**config.mk**
```make
export PLATFORM = sky130hd
export DESIGN_NAME = intan_peripheral_emulator
export DESIGN_NICKNAME = d
export VERILOG_FILES = /design/src/rtl/intan_peripheral_emulator.sv
export SDC_FILE = /design/constraint.sdc
export NUM_CORES = 1
export LEC_CHECK = 0
export CAP_MARGIN = 10
export CORE_MARGIN = 2
export CORE_UTILIZATION = 49
export DETAILED_ROUTE_END_ITERATION = 8
export PLACE_DENSITY = 0.7
export SKIP_CTS_REPAIR_TIMING = 1
export SLEW_MARGIN = 0
export SYNTH_ARGS = -nofsm -noshare
export SYNTH_HDL_FRONTEND = slang
export SYNTH_SLANG_ARGS = --single-unit
export TNS_END_PERCENT = 50
```
**constraint.sdc**
```tcl
create_clock -name clk -period 2.75 [get_ports clk]
set_clock_uncertainty 0.05 [all_clocks]
set_input_delay 0.6875 -clock clk [delete_from_list [all_inputs] [get_ports clk]]
set_output_delay 0.6875 -clock clk [all_outputs]
set_load 0.05 [all_outputs]
```
**src/rtl/intan_peripheral_emulator.sv**
```systemverilog
// RHD2000 headstage SPI peripheral model: COPI command capture, two-frame-delayed CIPO.
// Define INTAN_EMU_DDR_EN for the dual-die (RHD2164-style) DDR CIPO variant.
module intan_peripheral_emulator #(
   parameter logic [7:0] CHIP_ID     = 8'd1,
   parameter logic [7:0] DIE_REV     = 8'd0,
   parameter int         NUM_RW_REGS = 18
) (
   input  logic        clk,
   input  logic        rstn,
   input  logic        csn,
   input  logic        sclk,
   input  logic        copi,
   output logic        cipo,
   output logic [31:0] frames_rcvd,
   output logic [15:0] frame_errors,
   output logic [15:0] last_cmd
);

`ifdef INTAN_EMU_DDR_EN
   localparam int TXW = 32;
`else
   localparam int TXW = 16;
`endif
   localparam int AW = (NUM_RW_REGS > 1) ? $clog2(NUM_RW_REGS) : 1;
   localparam logic [6:0] NRW = 7'(NUM_RW_REGS);

   typedef enum logic [1:0] {IDLE, SHIFT, FINISH} state_t;

   state_t state, state_nx;

   logic [1:0] csn_q, sclk_q, copi_q;
   logic       csn_d, sclk_d;
   logic [1:0] warm;
   logic       armed;

   logic csn_fall, csn_rise, sclk_rise, sclk_fall, start;
   logic load, rx_en, tx_en, good, bad;

   logic [15:0]    rx_shift;
   logic [4:0]     rx_bits;
   logic [TXW-1:0] tx, tx_init;
   logic [15:0]    slot0, slot1, result;
   logic [9:0]     conv;
   logic [7:0]     regs [NUM_RW_REGS];
   logic [7:0]     rd_val;
   logic [5:0]     addr;
   logic [7:0]     dat;
   logic           addr_rw;

   always_ff @(posedge clk or negedge rstn) begin
      if (!rstn) begin
         csn_q  <= 2'b11;
         sclk_q <= 2'b00;
         copi_q <= 2'b00;
         csn_d  <= 1'b1;
         sclk_d <= 1'b0;
      end else begin
         csn_q  <= {csn_q[0], csn};
         sclk_q <= {sclk_q[0], sclk};
         copi_q <= {copi_q[0], copi};
         csn_d  <= csn_q[1];
         sclk_d <= sclk_q[1];
      end
   end

   assign csn_fall  = csn_d & ~csn_q[1];
   assign csn_rise  = ~csn_d & csn_q[1];
   assign sclk_rise = ~sclk_d & sclk_q[1];
   assign sclk_fall = sclk_d & ~sclk_q[1];

   // A frame already open when reset releases must not be mistaken for a new one:
   // only arm once the synchronized CSn has been seen high.
   always_ff @(posedge clk or negedge rstn) begin
      if (!rstn) begin
         warm  <= 2'd0;
         armed <= 1'b0;
      end else begin
         if (warm != 2'd3) warm <= warm + 2'd1;
         if (warm[1] && csn_q[1]) armed <= 1'b1;
      end
   end

   assign start = csn_fall & armed;

   always_ff @(posedge clk or negedge rstn) begin
      if (!rstn) state <= IDLE;
      else       state <= state_nx;
   end

   always_comb begin
      state_nx = state;
      unique case (state)
         IDLE:    if (start) state_nx = SHIFT;
         SHIFT:   if (csn_rise) state_nx = FINISH;
         FINISH:  state_nx = IDLE;
         default: state_nx = IDLE;
      endcase
   end

   always_comb begin
      load  = (state == IDLE) & start;
      rx_en = (state == SHIFT) & sclk_rise;
`ifdef INTAN_EMU_DDR_EN
      tx_en = (state == SHIFT) & (sclk_rise | sclk_fall);
`else
      tx_en = (state == SHIFT) & sclk_fall;
`endif
      good  = (state == FINISH) & (rx_bits == 5'd16);
      bad   = (state == FINISH) & (rx_bits != 5'd16);
   end

   always_comb begin
      tx_init = '0;
`ifdef INTAN_EMU_DDR_EN
      for (int i = 0; i < 16; i++) begin
         tx_init[2*i+1] = slot0[i];
         tx_init[2*i]   = (i == 15) ? ~slot0[i] : slot0[i];
      end
`else
      tx_init = slot0;
`endif
   end

   always_ff @(posedge clk or negedge rstn) begin
      if (!rstn) begin
         rx_shift <= '0;
         rx_bits  <= '0;
         tx       <= '0;
         cipo     <= 1'b0;
      end else if (load) begin
         rx_bits <= '0;
         tx      <= tx_init;
         cipo    <= tx_init[TXW-1];
      end else if (state == SHIFT) begin
         if (rx_en) begin
            rx_shift <= {rx_shift[14:0], copi_q[1]};
            if (rx_bits != 5'd17) rx_bits <= rx_bits + 5'd1;
         end
         if (tx_en) begin
            tx   <= tx << 1;
            cipo <= tx[TXW-2];
         end
      end else begin
         cipo <= 1'b0;
      end
   end

   assign addr    = rx_shift[13:8];
   assign dat     = rx_shift[7:0];
   assign addr_rw = ({1'b0, addr} < NRW);

   always_comb begin
      rd_val = 8'h00;
      unique case (1'b1)
         addr_rw:       rd_val = regs[addr[AW-1:0]];
         (addr == 6'd40): rd_val = 8'h49;
         (addr == 6'd41): rd_val = 8'h4E;
         (addr == 6'd42): rd_val = 8'h54;
         (addr == 6'd43): rd_val = 8'h41;
         (addr == 6'd44): rd_val = 8'h4E;
         (addr == 6'd60): rd_val = DIE_REV;
         (addr == 6'd63): rd_val = CHIP_ID;
         default:       rd_val = 8'h00;
      endcase
   end

   always_comb begin
      result = 16'h0000;
      unique case (rx_shift[15:14])
         2'b00:   result = {addr, conv};
         2'b01:   result = 16'h0000;
         2'b10:   result = {8'hFF, dat};
         2'b11:   result = {8'h00, rd_val};
         default: result = 16'h0000;
      endcase
   end

   always_ff @(posedge clk or negedge rstn) begin
      if (!rstn) begin
         slot0        <= '0;
         slot1        <= '0;
         conv         <= '0;
         frames_rcvd  <= '0;
         frame_errors <= '0;
         last_cmd     <= '0;
      end else begin
         if (good) begin
            slot0       <= slot1;
            slot1       <= result;
            frames_rcvd <= frames_rcvd + 32'd1;
            last_cmd    <= rx_shift;
            if (rx_shift[15:14] == 2'b00) conv <= conv + 10'd1;
         end
         if (bad && frame_errors != 16'hFFFF)
            frame_errors <= frame_errors + 16'd1;
      end
   end

   always_ff @(posedge clk or negedge rstn) begin
      if (!rstn) begin
         for (int i = 0; i < NUM_RW_REGS; i++) regs[i] <= 8'h00;
      end else if (good && rx_shift[15:14] == 2'b10 && addr_rw) begin
         regs[addr[AW-1:0]] <= dat;
      end
   end

endmodule

```
==> impl_summary.txt <==
----------------------------------------------------
[Synthesis]
  Netlist cell types ... 60
  Synthesized area divided by synthesized cell count ... 12.1 um^2
  Async set-or-reset flop fraction in the synthesized netlist ... 1.00
  Cell area after synthesis ... 13400 um^2
  Number of instances in the synthesized netlist ... 1108
  Total of warnings raised by yosys ... 0
  Synthesized flop and latch total ... 300
  Count of flip-flops with a built-in enable after synthesis ... 0
  Total nets after synthesis ... 1120
  Predominant post-synthesis flop cell ... dfrtp_1
  Sequential area share after synthesis ... 0.559

[Global route]
  Via count of the first global-routing pass ... 8871
  Wire length of the first global-routing pass ... 48500 um
  Largest net degree at the start of global routing ... 72
  Overall fraction of global-route tracks in use ... 0.213
  GR Overflow Total ... 0
  Number of antenna violations at the first check in global routing ... 0

[Power and ir drop]
  Power after layout ... 10.4 mW
  Net Sw Power ... 2.65 mW
  Worst ir drop on vdd ... 0.466 mV
  Share of total power in sequential cells ... 0.470
  Power share of the clock group ... 0.433
  Switching share of total power ... 0.255
  Combinational group share of total power ... 0.097
  Leakage Power ... 7.34 nW
  Power per Cell Area ... 650 nW/um^2
  Cell internal pwr ... 7.74 mW

[Floorplanning]
  Die ar. ... 28700 um^2
  Initial core utilization ... 0.498
  Standard-cell row count ... 60
  Die Width ... 170 um
  Die span in y ... 170 um
  Placeable Area ... 27000 um^2
  Io pins ... 70

[Placed design]
  HPWL after detailed placement ... 19500 um
  # port buffers ... 69
  Post-Place Cells ... 1504
  Weighted congestion at the end of routability-driven global placement ... 0.835
  Setup slack at placement ... 0.0117 ns

[Finish]
  Share of layout cells above drive strength 1 ... 0.257
  Area Overhead vs Synth ... 19.0%
  ANT cells ... 0
  Layout Utilization ... 0.593
  Multi-input gate area in the final layout ... 5670 um^2
  Number of inserted filler cells in the final layout ... 2160
  Seq. cell area ... 7510 um^2
  Number of non-filler instances in the completed layout ... 1561
  Post-layout net count ... 1211

[Worst setup path]
  Category of the worst setup path capture point ... flip-flop
  Endpoint of the worst register-to-register path ... regs[28]
  FF-to-FF path depth ... 8
  Largest driver fanout on the critical path ... 8
  Crit path DAT ... 3.00 ns
  Startpoint of the worst register-to-register path ... rx_bits[1]
  Critical path data required time ... 3.08 ns
  Startpoint type of the worst setup path ... flip-flop
  Setup slack, reg-to-reg ... 0.09 ns
  Path type of the worst setup path ... flip-flop to flip-flop

[CTS]
  Root buffer cell ... clkbuf_16
  Number of sinks driven by the clock tree ... 300
  H-Tree Level Count ... 2
  Total CTS buffers ... 34
  TritonCTS clock tree ... yes
  Clk Latency, worst-skew pair ... 0.50 ns
  Worst-path clk slew ... 0.06 ns
  Number of buffers on the longest clock path ... 3

[Detailed routing]
  Via count ... 8845
  WL per Instance ... 19.0 um
  Total Wirelength ... 29700 um
  Via density per instance ... 5.67
  Residual DRC count ... 0
  Met2 wirelength from detailed routing ... 14200 um
  Antenna Violating Nets Remaining ... 0
  Uppermost layer routed ... met4
  Routed met1 length ... 13700 um
  Length of routed met3 wiring ... 1100 um
  Drt first pass iters ... 7
  Violation count after the first detailed-route iteration ... 621

[STA]
  Unrepaired setup endpoints after global routing ... yes
  Share of the clock period used by the worst path ... 0.968
  Slew HR ... 0.383
  Setup violation total in the final timing report ... 0
  Hold Violations, Final ... 0
  Achievable clock frequency ... 376 MHz
  Setup slack of the critical path after layout ... 0.0888 ns
  Transition time at the pin with the least slew margin ... 0.925 ns
  Final worst path period need ... 2.66 ns
  Setup Total Neg Slack ... 0 ns
  Final count of pins violating max slew ... 0

[Min path]
  Path class of the lowest-slack min-delay path ... primary input to asynchronous set/reset pin

[Status]
  Result of the run ... completed

[Run]
  # Max-Cap Violations ... 0

----------------------------------------------------
[cells by family after synthesis]
| kind of cell | Yosys count | synth area share |
|---|---|---|
| AOI/OAI and AO/OA | 99 | 0.0485 |
| and+or+nand+nor | 325 | 0.117 |
| muxes | 237 | 0.206 |
| xor gates and xnor gates | 61 | 0.0398 |
| buffers and inverters | 79 | 0.0225 |
| DFF | 300 | 0.559 |
| adders and majority gates | 7 | 0.00652 |
[cell type report]
cell class                      instances  share of cell area
Multi-Input combinational cell        729               0.355
Inverter                               12             0.00282
Timing Repair Buffer                  122              0.0747
Sequential cell                       300               0.470
Clock inverter                          7             0.00399
Tap cell                              341              0.0267
Clock buffer                           50              0.0666
[stage by stage]
stage | hold WS (ns) | instance area [um^2]
after global placement | 0.294 | 14800
after CTS | 0.0710 | 16000
final | 0.0661 | 16000
after detailed placement | 0.296 | 14800
after global routing | 0.0862 | 16000
after floorplan | 0.281 | 13400
[per-layer routing]
layer,global-route usage,up-vias
met5,0.00348,-
met4,0.0661,0
met3,0.0313,50
met2,0.343,186
met1,0.299,4501
li1,-,4108
[registers in the layout, indices dropped and copies added (netlist names), 2 cells and up]
| name | cells |
|---|---|
| sclk_q | 2 |
| conv | 10 |
| tx | 15 |
| frames_rcvd | 32 |
| state | 2 |
| rx_bits | 5 |
| slot0 | 16 |
| regs | 144 |
| csn_q | 2 |
| rx_shift | 16 |
| frame_errors | 16 |
| last_cmd | 16 |
| warm | 2 |
| copi_q | 2 |
| slot1 | 16 |
[cell usage after synthesis, types with 2 or more instances]
| master | n | area (um^2) |
|---|---|---|
| xnor2_1 | 42 | 368 |
| o21ai_0 | 14 | 70.1 |
| nand4bb_1 | 2 | 22.5 |
| nand3_1 | 30 | 150 |
| a221oi_1 | 2 | 17.5 |
| nand4_1 | 21 | 131 |
| a22oi_1 | 19 | 143 |
| mux2_2 | 163 | 1840 |
| nor3_1 | 12 | 60.1 |
| o22a_1 | 2 | 17.5 |
| dfstp_2 | 3 | 78.8 |
| buf_1 | 6 | 22.5 |
| o211ai_1 | 2 | 15.0 |
| xor2_1 | 19 | 166 |
| nor2_1 | 52 | 195 |
| ha_1 | 7 | 87.6 |
| and4_1 | 3 | 26.3 |
| nor4_4 | 2 | 42.5 |
| a31oi_1 | 3 | 18.8 |
| and2_1 | 5 | 31.3 |
| a31o_2 | 5 | 43.8 |
| or2_2 | 2 | 12.5 |
| mux4_2 | 15 | 338 |
| nor4bb_1 | 2 | 20.0 |
| nor2b_1 | 6 | 37.5 |
| nand2b_1 | 6 | 37.5 |
| nor3_4 | 2 | 32.5 |
| nand2_1 | 151 | 567 |
| inv_1 | 11 | 41.3 |
| and3_1 | 12 | 75.1 |
| dfrtp_1 | 297 | 7430 |
| a21oi_1 | 32 | 160 |
| nor4_1 | 5 | 31.3 |
| o31ai_1 | 8 | 60.1 |
| nor3b_1 | 3 | 22.5 |
| or3_1 | 3 | 18.8 |
| clkbuf_1 | 59 | 221 |
| mux2i_1 | 58 | 581 |
[placed cells by master, fill, tap and decap left out, types with 3 or more instances in the layout]
cell type / n
clkbuf_16: 37
nand4_1: 21
ha_1: 7
a31o_2: 5
dfrtp_1: 296
a31oi_1: 3
nand2b_1: 6
nor2_1: 50
a22oi_1: 19
clkdlybuf4s50_1: 68
a21oi_1: 32
mux2i_1: 58
buf_4: 45
mux2_2: 163
nand2_1: 147
nor3_1: 12
and2_1: 5
o21ai_0: 14
buf_12: 8
clkinv_2: 5
nor3b_1: 3
and4_1: 3
xnor2_1: 42
dfstp_2: 3
nand3_1: 30
nor4_1: 4
clkbuf_1: 4
nand2_2: 4
xor2_1: 19
clkbuf_8: 9
o31ai_1: 8
nor2b_1: 6
inv_1: 11
and3_1: 12
mux4_2: 15
[power by group through the flow]
stage               Sequential, mW  Clock [mW]  Combinational [mW]
global placement              4.96           0               0.991
floorplan                     4.89           0               0.549
CTS                           4.89        4.60                1.02
global route                  4.92        4.80                1.10
detailed placement            4.97           0                1.01
finish                        4.89        4.50                1.01
[critical path, cell delays in order, from the launching register on]
cell and delay (ns):
dfrtp_1 0.38, inv_1 0.08, ha_1 0.16, nand4bb_1 0.15
a2111o_1 0.47, buf_4 0.18, nor4b_4 0.39, nand2_1 0.30
mux2_1 0.39
[worst max-delay path by stage]
stage | start | endpoint | slack (ns) | depth (start not counted)
after floorplan | rx_shift[10] | regs[112] | -0.02 | 7
after global placement | rx_shift[9] | regs[28] | -0.03 | 6
after detailed placement | rx_bits[1] | regs[122] | 0.01 | 8
after CTS | rx_bits[1] | regs[122] | -0.009 | 8
after global routing | rx_bits[1] | regs[28] | -0.04 | 8
final | rx_bits[1] | regs[28] | 0.09 | 8
(Power assumes the default switching activity.)
